--- config.mk ---
export PLATFORM = sky130hd
export DESIGN_NAME = shift_rs_sequencer
export DESIGN_NICKNAME = d
export VERILOG_FILES = /design/src/rtl/shifter_pkg.sv /design/src/rtl/rs_shift_step.sv /design/src/rtl/shift_rs_sequencer.sv
export SDC_FILE = /design/constraint.sdc
export NUM_CORES = 1
export LEC_CHECK = 0
export CAP_MARGIN = 20
export CORE_MARGIN = 5
export CORE_UTILIZATION = 61
export CTS_BUF_LIST = sky130_fd_sc_hd__clkbuf_8
export CTS_CLUSTER_DIAMETER = 40
export DETAILED_ROUTE_END_ITERATION = 12
export PLACE_DENSITY_LB_ADDON = 0.15
export SLEW_MARGIN = 20
export SYNTH_ARGS = -nofsm -noshare
export SYNTH_HDL_FRONTEND = slang
export SYNTH_SLANG_ARGS = --single-unit
--- constraint.sdc ---
create_clock -name clk_i -period 4.9 [get_ports clk_i]
set_input_delay 0.49 -clock clk_i [delete_from_list [all_inputs] [get_ports clk_i]]
set_output_delay 0.49 -clock clk_i [all_outputs]
set_load 0.1 [all_outputs]
--- src/rtl/shifter_pkg.sv ---
// Shared definitions for the register-specified shift sequencer: shift codes,
// controller states and the per-type shift-distance clamp.
package shifter_pkg;

    localparam logic [1:0] SH_LSL = 2'b00;
    localparam logic [1:0] SH_LSR = 2'b01;
    localparam logic [1:0] SH_ASR = 2'b10;
    localparam logic [1:0] SH_ROR = 2'b11;

    localparam int LSL_LSR_MAX = 33;
    localparam int ASR_MAX     = 32;

    typedef enum logic [1:0] {
        ST_IDLE   = 2'd0,
        ST_REQ_RS = 2'd1,
        ST_SHIFT  = 2'd2,
        ST_DONE   = 2'd3
    } state_t;

    // Clamped distances make every large-amount case a plain bit-serial shift:
    // one extra logical step past 32 clears the carry, ASR saturates at 32,
    // and ROR reduces modulo 32 with 0 meaning a full rotation.
    function automatic logic [5:0] clamp_rem(input logic [1:0] shift_type,
                                             input logic [7:0] amt);
        logic [5:0] rem;
        case (shift_type)
            SH_LSL, SH_LSR: rem = (amt > 8'(LSL_LSR_MAX)) ? 6'(LSL_LSR_MAX) : amt[5:0];
            SH_ASR:         rem = (amt > 8'(ASR_MAX)) ? 6'(ASR_MAX) : amt[5:0];
            default:        rem = (amt[4:0] == 5'd0) ? 6'd32 : {1'b0, amt[4:0]};
        endcase
        return rem;
    endfunction

endpackage

--- src/rtl/rs_shift_step.sv ---
// One combinational shift step of 0..STEP_BITS positions; carry-out is the
// last bit shifted out, or the incoming carry when nothing moves.
module rs_shift_step
    import shifter_pkg::*;
#(
    parameter int STEP_BITS = 8,
    parameter int N_W       = $clog2(STEP_BITS + 1)
) (
    input  logic [31:0]    value,
    input  logic [1:0]     shift_type,
    input  logic [N_W-1:0] n,
    input  logic           carry,
    output logic [31:0]    result,
    output logic           carry_out
);

    logic [63:0] lsl_ext;
    logic [63:0] lsr_ext;
    logic [63:0] asr_ext;
    logic [63:0] rot_ext;

    always_comb begin
        // Widened operands keep the bit just past the result boundary for carry.
        lsl_ext = {32'd0, value} << n;
        lsr_ext = {value, 32'd0} >> n;
        asr_ext = $unsigned($signed({value, 32'd0}) >>> n);
        rot_ext = {value, value} >> n;

        result    = value;
        carry_out = carry;
        if (n != '0) begin
            case (shift_type)
                SH_LSL: begin
                    result    = lsl_ext[31:0];
                    carry_out = lsl_ext[32];
                end
                SH_LSR: begin
                    result    = lsr_ext[63:32];
                    carry_out = lsr_ext[31];
                end
                SH_ASR: begin
                    result    = asr_ext[63:32];
                    carry_out = asr_ext[31];
                end
                default: begin
                    result    = rot_ext[31:0];
                    carry_out = rot_ext[31];
                end
            endcase
        end
    end

endmodule

--- src/rtl/shift_rs_sequencer.sv ---
// Multi-cycle controller for shifts by a register amount: borrows a register-file
// read port for Rs, then shifts Rm up to STEP_BITS places per cycle.
module shift_rs_sequencer
    import shifter_pkg::*;
#(
    parameter int STEP_BITS = 8,
    parameter int DATA_W    = 32
) (
    input  logic              clk_i,
    input  logic              reset_i,
    input  logic              start_i,
    input  logic              flush_i,
    input  logic [1:0]        shift_type_i,
    input  logic [3:0]        rs_addr_i,
    input  logic [DATA_W-1:0] rm_data_i,
    input  logic              carry_in_i,
    output logic              rf_req_o,
    output logic [3:0]        rf_addr_o,
    input  logic              rf_gnt_i,
    input  logic [DATA_W-1:0] rf_data_i,
    output logic              stall_o,
    output logic              busy_o,
    output logic              done_o,
    output logic [DATA_W-1:0] result_o,
    output logic              carry_o
);

    localparam int         N_W      = $clog2(STEP_BITS + 1);
    localparam logic [5:0] STEP_REM = 6'(STEP_BITS);

    state_t            state_reg, state_next;
    logic [DATA_W-1:0] value_reg;
    logic              carry_reg;
    logic [1:0]        type_reg;
    logic [3:0]        rs_addr_reg;
    logic [5:0]        rem_reg;
    logic [DATA_W-1:0] result_reg;
    logic              carry_out_reg;

    logic              latch_en, load_rem, fin_zero, step_en, fin_step;
    logic [7:0]        amt;
    logic [5:0]        n_rem;
    logic [5:0]        rem_after;
    logic [DATA_W-1:0] step_value;
    logic              step_carry;
    logic              rf_data_unused;

    // Only the low byte of Rs is a shift amount.
    assign amt            = rf_data_i[7:0];
    assign rf_data_unused = ^rf_data_i[DATA_W-1:8];
    assign n_rem          = (rem_reg > STEP_REM) ? STEP_REM : rem_reg;
    assign rem_after      = rem_reg - n_rem;

    rs_shift_step #(.STEP_BITS(STEP_BITS)) u_step (
        .value      (value_reg),
        .shift_type (type_reg),
        .n          (n_rem[N_W-1:0]),
        .carry      (carry_reg),
        .result     (step_value),
        .carry_out  (step_carry)
    );

    always_ff @(posedge clk_i or posedge reset_i) begin
        if (reset_i) state_reg <= ST_IDLE;
        else         state_reg <= state_next;
    end

    always_comb begin
        state_next = state_reg;
        latch_en   = 1'b0;
        load_rem   = 1'b0;
        fin_zero   = 1'b0;
        step_en    = 1'b0;
        fin_step   = 1'b0;
        case (state_reg)
            ST_IDLE: begin
                if (start_i && !flush_i) begin
                    state_next = ST_REQ_RS;
                    latch_en   = 1'b1;
                end
            end
            ST_REQ_RS: begin
                if (flush_i) begin
                    state_next = ST_IDLE;
                end else if (rf_gnt_i) begin
                    if (amt == 8'd0) begin
                        state_next = ST_DONE;
                        fin_zero   = 1'b1;
                    end else begin
                        state_next = ST_SHIFT;
                        load_rem   = 1'b1;
                    end
                end
            end
            ST_SHIFT: begin
                if (flush_i) begin
                    state_next = ST_IDLE;
                end else begin
                    step_en = 1'b1;
                    if (rem_after == 6'd0) begin
                        state_next = ST_DONE;
                        fin_step   = 1'b1;
                    end
                end
            end
            default: state_next = ST_IDLE;
        endcase

        rf_req_o = (state_reg == ST_REQ_RS);
        busy_o   = (state_reg != ST_IDLE);
        done_o   = (state_reg == ST_DONE);
        stall_o  = ((state_reg == ST_IDLE) && start_i && !flush_i) ||
                   (state_reg == ST_REQ_RS) || (state_reg == ST_SHIFT);
    end

    always_ff @(posedge clk_i or posedge reset_i) begin
        if (reset_i) begin
            value_reg     <= '0;
            carry_reg     <= 1'b0;
            type_reg      <= SH_LSL;
            rs_addr_reg   <= '0;
            rem_reg       <= '0;
            result_reg    <= '0;
            carry_out_reg <= 1'b0;
        end else begin
            if (latch_en) begin
                value_reg   <= rm_data_i;
                carry_reg   <= carry_in_i;
                type_reg    <= shift_type_i;
                rs_addr_reg <= rs_addr_i;
            end
            if (load_rem) rem_reg <= clamp_rem(type_reg, amt);
            if (step_en) begin
                value_reg <= step_value;
                carry_reg <= step_carry;
                rem_reg   <= rem_after;
            end
            // Result registers change only on entry to DONE and hold otherwise.
            if (fin_zero) begin
                result_reg    <= value_reg;
                carry_out_reg <= carry_reg;
            end
            if (fin_step) begin
                result_reg    <= step_value;
                carry_out_reg <= step_carry;
            end
        end
    end

    assign rf_addr_o = rs_addr_reg;
    assign result_o  = result_reg;
    assign carry_o   = carry_out_reg;

endmodule

==> results of run 1 <==
## final cells by class
| type | instances | share of cell area (%) |
|---|---|---|
| multi-input cells | 744 | 58.69 |
| well taps | 147 | 2.177 |
| repair buffers | 116 | 13.03 |
| clock inverters | 6 | 0.5923 |
| flip-flops and latches | 80 | 23.69 |
| clock buffers | 10 | 1.629 |
| inverters | 4 | 0.1925 |
## metrics by stage
stage / instances / area, sq um / util, % / setup WS [ns] / hold WS, ns
finish: 1107 / 8449 / 70.93 / 0.9305 / 0.4848
global route: 1107 / 8449 / 70.93 / 0.8927 / 0.5142
CTS: 1107 / 8443 / 70.88 / 1.144 / 0.4887
detailed placement: 1091 / 8255 / 69.31 / 1.141 / 0.4659
global placement: 1091 / 8255 / 69.31 / 1.226 / 0.4612
floorplan: 918 / 7348 / - / 1.623 / 0.4958
## cell usage in the layout (no fill, tap or decap), types with 3 or more instances in the layout
cell             count
or3_1                7
o31ai_1              7
a22oi_1             55
o211ai_1            11
nor3_1              13
dfrtp_1             80
and2_1               8
o21ai_1              4
a21boi_0             3
or2_2                4
nand2b_1             6
a21oi_1             60
a211oi_1            19
nor2b_1              5
o22ai_1             28
or4b_2               3
nand2_1            143
and3_1               6
clkdlybuf4s50_1     92
o21ai_0             71
buf_4               24
nor2_2               3
a221o_1              4
mux4_2              16
a21o_1               7
clkbuf_8            10
a31oi_1             15
mux2i_1             87
o221ai_1             8
a221oi_1             6
nand3_1             21
a22o_1               9
nor2_1              65
## final timing paths
path / start / end / slack (ns) / depth (start not counted)
max in group asynchronous: reset_i / rem_reg[3]$_DFFE_PP0P_ / 3.40 / 3
worst max register to register: rem_reg[5]$_DFFE_PP0P_ / value_reg[28]$_DFFE_PP0P_ / 0.93 / 7
min in group asynchronous: reset_i / rf_addr_o[0]$_DFFE_PP0P_ / 0.52 / 2
worst min-delay path: rf_addr_o[2]$_DFFE_PP0P_ / rf_addr_o[2]$_DFFE_PP0P_ / 0.48 / 2
worst min register to register: rf_addr_o[2]$_DFFE_PP0P_ / rf_addr_o[2]$_DFFE_PP0P_ / 0.48 / 2
worst max-delay path: rem_reg[5]$_DFFE_PP0P_ / value_reg[28]$_DFFE_PP0P_ / 0.93 / 7
## metal layers
| layer | part of all wire (%) | up-vias |
|---|---|---|
| met5 | 0.11 | - |
| met2 | 42 | 902 |
| met1 | 35 | 4098 |
| met3 | 17 | 169 |
| met4 | 5.1 | 2 |
| li1 | - | 3545 |
## worst max-delay path, cell delays in order, from the launching register on
cell and delay [ns]:
dfrtp_1 0.62, or4b_2 1.10, mux2i_1 0.68, mux2i_1 0.21, a211oi_1 0.28, a211oi_1 0.12, nor3_1 0.61, o21ai_0 0.19
## logic make-up after synthesis
family,after synthesis,synth area share (%)
DFF,80,27.24
AOI/OAI and AO/OA,333,29.83
and+or+nand+nor,300,18.71
buffers and inverters,94,5.602
muxes,111,18.61
==> metrics.log, run 1 <==
INFO  metric outcome = completed
INFO  metric die_area = 0.01434 sq mm
INFO  metric layout-area-overhead-vs-synth = 14.98%
INFO  metric grt.busiest_layer = met2
INFO  metric worst-setup-path-type = reg -> reg
INFO  metric clockBufferDepth = 2
INFO  metric required = 5.13 ns
INFO  metric fmaxAchievable = 251.9 MHz
INFO  metric postSynthNetCount = 994
INFO  metric grtUsageMet3 = 14.42%
INFO  metric vias = 8716
INFO  metric cts_tree = built
INFO  metric synth.top_cells.by_area = dfrtp_1 27%, mux2i_1 12%, nand2_1 7.3%, a22oi_1 5.6%, mux4_2 4.9%
INFO  metric grt_pass1_wl = 47380 um
INFO  metric rows = 40
INFO  metric worst-slew-pin-transition = 1.197 ns
INFO  metric post-route-period-util = 81.01%
INFO  metric initial_antenna_violation_count = 1
INFO  metric coreArea = 0.01191 sq mm
INFO  metric finalWirelength = 30700 um
INFO  metric startpoint_type = flop
INFO  metric synth.top_cell.area_share = 27.24%
INFO  metric final.setup.tns = 0 ns
INFO  metric synth_area_per_cell = 8.005 sq um
INFO  metric detailedRoute.firstPassIterationCount = 9
INFO  metric gr_util_all_layers = 42.11%
INFO  metric finalWorstPathRequiredPeriod = 3.969 ns
INFO  metric first_global_vias = 8452
INFO  metric ys_warn_count = 0
INFO  metric max_fo_critical_path = 18
INFO  metric dieWidth = 119.8 um
INFO  metric drcViolationCount = 0
INFO  metric synthFlopType = dfrtp_1
INFO  metric hold_viol = 0
INFO  metric synth.lib_cells_used.distinct = 72
INFO  metric seq_area_frac_synth = 27.24%
INFO  metric overflow = 0
INFO  metric hold_path_class = reg -> reg
INFO  metric grt_use_met1 = 56.06%
INFO  metric fill_cells = 912
INFO  metric insertedDiodeCount = 0
INFO  metric yosys-top-cells-count = 143 x nand2_1, 87 x mux2i_1, 80 x dfrtp_1, 71 x o21ai_0, 67 x nor2_1
INFO  metric port_buffer_count = 92
INFO  metric synth-edff-count = 0
INFO  metric clock_pin_slew_on_the_worst_setup_and_hold_paths = 0.09 ns
INFO  metric multi_input_comb_area = 0.004959 sq mm
INFO  metric slew_headroom = 19.92%
INFO  metric fraction_of_layout_cells_with_a_size_suffix_above_1 = 8.750%
INFO  metric globalplace.congestion = 1.127
INFO  metric max_cap_viol_count = 0
INFO  metric cts-buffers-inserted = 9
INFO  metric worst_setup_path_end_kind = flop
INFO  metric clock-skew-final = 0.01222 ns
INFO  metric routed_wire_length_per_instance = 27.73 um
INFO  metric fraction_of_registers_with_async_set_or_reset_after_synthesis = 100.0%
INFO  metric post_synth_inst_count = 918
INFO  metric detailedPlacementHpwl = 21430 um
INFO  metric rsz0062_at_grt = false
INFO  metric viasPerCell = 7.874
INFO  metric route.antenna.remaining_nets = 0
INFO  metric postCtsHoldBufs = 0
INFO  metric met2_global_route_usage = 61.76%
INFO  metric synth-seq-cells = 80
INFO  metric cts_max_level = 3
INFO  metric clock_latency = 0.38 ns
INFO  metric design.portCount = 117
INFO  metric setup_viol = 0
INFO  metric clkSinkCount = 80
INFO  metric detail_route.iter0.violations = 1688
INFO  metric final_max_slew_viol_count = 0
INFO  metric design.final.nets = 1031
INFO  metric postCtsSetupBuffers = 0
INFO  metric dieHeight = 119.8 um
INFO  metric grt_max_degree = 42
INFO  metric syn-cell-area = 0.007348 sq mm
INFO  metric root_buffer = clkbuf_8
INFO  metric library_cell_with_the_highest_instance_count_after_synthesis = nand2_1
INFO  metric floorplan.initialDensity = 61.69%
INFO  metric register_area = 0.002002 sq mm
INFO  metric synthDominantAreaCellType = dfrtp_1
INFO  metric cts.repair.resized = 0
INFO  metric crit_arrival = 4.20 ns
Power of run 1 is left out: the tool's default activity adds up to more than one toggle a clock period on the data nets, which glitch-free logic cannot reach.
==> run 2, diff against run 1 <==
--- a/config.mk
+++ b/config.mk
@@ -7,7 +7,7 @@
 export LEC_CHECK = 0
 export CAP_MARGIN = 20
 export CORE_MARGIN = 5
-export CORE_UTILIZATION = 61
+export CORE_UTILIZATION = 51
 export CTS_BUF_LIST = sky130_fd_sc_hd__clkbuf_8
 export CTS_CLUSTER_DIAMETER = 40
 export DETAILED_ROUTE_END_ITERATION = 12
==> constraint.sdc (replaced) <==
create_clock -name clk_i -period 3.6 [get_ports clk_i]
set_input_delay 0.36 -clock clk_i [delete_from_list [all_inputs] [get_ports clk_i]]
set_output_delay 0.36 -clock clk_i [all_outputs]
set_load 0.1 [all_outputs]
==> run 2 against run 1 <==
Effect of this change:
- highest routed layer is now met4
- hold slack worse by 0.035 ns
- sequential share of layout area decreased by 0.95 points
- maximum frequency up 26%
- largest cell class unchanged
==> metrics.log, run 2 (synthesis results as in run 1) <==
INFO  metric outcome = completed
INFO  metric clkSinkCount = 80 (unchanged)
INFO  metric critical_path.slowest_cell = a21boi_0
INFO  metric register_area = 0.002002 sq mm (unchanged)
INFO  metric floorplan.initialDensity = 52.53% (-9.2 points)
INFO  metric viasPerCell = 7.264 (-7.7%)
INFO  metric clockBufferDepth = 2 (unchanged)
INFO  metric detail_route.iter0.violations = 1379 (-18%)
INFO  metric globalplace.congestion = 1.081 (-4.1%)
INFO  metric drcViolationCount = 0 (unchanged)
INFO  metric required = 3.86 ns (-1.27 ns)
INFO  metric clock-skew-final = 0.01904 ns (+0.006813 ns)
INFO  metric clockPowerShare = 6.6%
INFO  metric design.portCount = 117 (unchanged)
INFO  metric final_max_slew_viol_count = 0 (unchanged)
INFO  metric hold_viol = 0 (unchanged)
INFO  metric internal_power = 0.004102 W
INFO  metric layout-area-overhead-vs-synth = 19.79%
INFO  metric initial_antenna_violation_count = 0 (-1)
INFO  metric hold_slack = 0.4496 ns (-0.03515 ns)
INFO  metric multi_input_comb_area = 0.004950 sq mm (-0.18%)
INFO  metric finalWirelength = 31210 um (+1.6%)
INFO  metric grt_max_degree = 59 (+40%)
INFO  metric fraction_of_layout_cells_with_a_size_suffix_above_1 = 11.86% (+3.1 points)
INFO  metric net_sw_share = 60.70%
INFO  metric fmaxAchievable = 316.2 MHz (+26%)
INFO  metric detailedRoute.firstPassIterationCount = 6 (-3)
INFO  metric vias = 8535 (-2.1%)
INFO  metric dieHeight = 130.0 um (+8.6%)
INFO  metric worst-slew-pin-transition = 1.084 ns (-0.1123 ns)
INFO  metric crit_buf_inv = 2 (+2)
INFO  metric routed_wire_length_per_instance = 26.56 um (-4.2%)
INFO  metric post-route-period-util = 87.85% (+6.8 points)
INFO  metric design.final.nets = 1066 (+3.4%)
INFO  metric finalWorstPathRequiredPeriod = 3.162 ns (-0.8070 ns)
INFO  metric worst-setup-path-type = reg -> reg
INFO  metric postCtsSetupBuffers = 0 (unchanged)
INFO  metric cts-buffers-inserted = 9 (unchanged)
INFO  metric crit_arrival = 3.43 ns (-0.77 ns)
INFO  metric root_buffer = clkbuf_8
INFO  metric fill_cells = 1277 (+40%)
INFO  metric coreArea = 0.01399 sq mm (+17%)
INFO  metric max_cap_viol_count = 0 (unchanged)
INFO  metric layout_commonest_cell = nand2_1
INFO  metric total_power_consumption = 0.01044 W
INFO  metric max_fo_critical_path = 36 (+18)
INFO  metric setup_viol = 0 (unchanged)
INFO  metric route.antenna.remaining_nets = 0 (unchanged)
INFO  metric cts_max_level = 3 (unchanged)
INFO  metric most-common-layout-cells = 143 x nand2_1, 91 x clkdlybuf4s50_1, 87 x mux2i_1, 80 x dfrtp_1, 71 x o21ai_0
INFO  metric cts.repair.resized = 0 (unchanged)
INFO  metric power.share.sequential = 19.6%
INFO  metric startpoint_type = flop
INFO  metric slew_headroom = 27.70% (+7.8 points)
INFO  metric share_comb_of_total_power = 73.8%
INFO  metric gr_util_all_layers = 37.12% (-5.0 points)
INFO  metric insertedDiodeCount = 0 (unchanged)
INFO  metric hold_path_class = in -> async
INFO  metric first_global_vias = 8054 (-4.7%)
INFO  metric postCtsHoldBufs = 0 (unchanged)
INFO  metric detailedPlacementHpwl = 22140 um (+3.3%)
INFO  metric grt_pass1_wl = 48080 um (+1.5%)
INFO  metric final.setup.tns = 0 ns (unchanged)
INFO  metric net-switching-power = 0.006336 W
INFO  metric rows = 43 (+7.5%)
INFO  metric die_area = 0.01691 sq mm (+18%)
INFO  metric overflow = 0 (unchanged)
INFO  metric max_stage_delay = 0.53 ns (-0.57 ns)
INFO  metric port_buffer_count = 92 (unchanged)
INFO  metric crit_family = compound AO/OA/AOI/OAI gates
INFO  metric ir_worst_vdd = 0.9388 mV
INFO  metric rsz0062_at_grt = false
INFO  metric dieWidth = 130.0 um (+8.6%)
INFO  metric leakage = 3.702 nW
INFO  metric clock_latency = 0.40 ns (+0.02 ns)
INFO  metric crit_path_cell_trace = buf_4 -> nor4b_2 -> buf_12 -> mux2i_1 -> a21oi_1 -> a21oi_1 -> a21boi_0 -> o21ai_0
INFO  metric worst_setup_path_end_kind = flop
INFO  metric cell_seen_most_often_among_critical_path_stages = a21oi_1
INFO  metric cts_tree = built
INFO  metric power.density = 1186 mW/mm^2
INFO  metric clock_pin_slew_on_the_worst_setup_and_hold_paths = 0.10 ns (about the same)
[run 2: cell types whose count changed in the layout (fill, tap and decap cells not counted), sizes merged]
| cell | change |
|---|---|
| clkdlybuf4s50 | -1 |
| clkinvlp | -2 |
| buf | +36 |
| clkinv | -1 |
| inv | +4 |
| clkbuf | -1 |
[run 2: power groups by stage]
stage               Clock [W]  Sequential (W)  Combinational, W
global route         0.000724         0.00207           0.00807
CTS                  0.000693         0.00198           0.00747
finish               0.000690         0.00205           0.00770
detailed placement          0         0.00200           0.00744
global placement            0         0.00199           0.00745
floorplan                   0         0.00291           0.00409
[run 2: metrics by stage]
step | cell area (sq um) | util (%) | worst slack [ns] | cells
global placement | 8617 | 61.60 | 0.5032 | 1159
CTS | 8801 | 62.92 | 0.4946 | 1175
finish | 8802 | 62.92 | 0.4375 | 1175
global route | 8802 | 62.92 | 0.3426 | 1175
detailed placement | 8617 | 61.60 | 0.4272 | 1159
floorplan | 7348 | - | 0.3225 | 918
[run 2: worst paths after layout]
check | from | end | slack, ns | cells after the start
worst min-delay path | reset_i | result_o[8]$_DFFE_PP0P_ | 0.45 | 2
worst max-delay path | rem_reg[5]$_DFFE_PP0P_ | value_reg[11]$_DFFE_PP0P_ | 0.44 | 8
min in group clk_i | rs_addr_i[0] | rf_addr_o[0]$_DFFE_PP0P_ | 0.48 | 3
max in group asynchronous | reset_i | result_o[28]$_DFFE_PP0P_ | 2.33 | 3
worst min register to register | rf_addr_o[3]$_DFFE_PP0P_ | rf_addr_o[3]$_DFFE_PP0P_ | 0.48 | 2
worst max register to register | rem_reg[5]$_DFFE_PP0P_ | value_reg[11]$_DFFE_PP0P_ | 0.44 | 8
[run 2: area by class of cell]
cell class                 instances  share of cell area (%)
multi-input combinational        744                   56.23
sequential                        80                   22.74
timing repair buffer             151                   16.18
tap                              180                   2.559
clock buffer                       9                   1.407
clock inverter                     7                  0.6823
inverter                           4                  0.1990
[run 2: metal layers]
layer  global-route usage [%]  wire, um  vias up
met2                    53.26     13200      722
met1                    53.07     12310     4052
met5                        0         0        -
li1                         -         -     3627
met3                    10.52      4334      134
met4                    14.12      1362        0
Note: power is estimated with default switching activity, not from simulation.
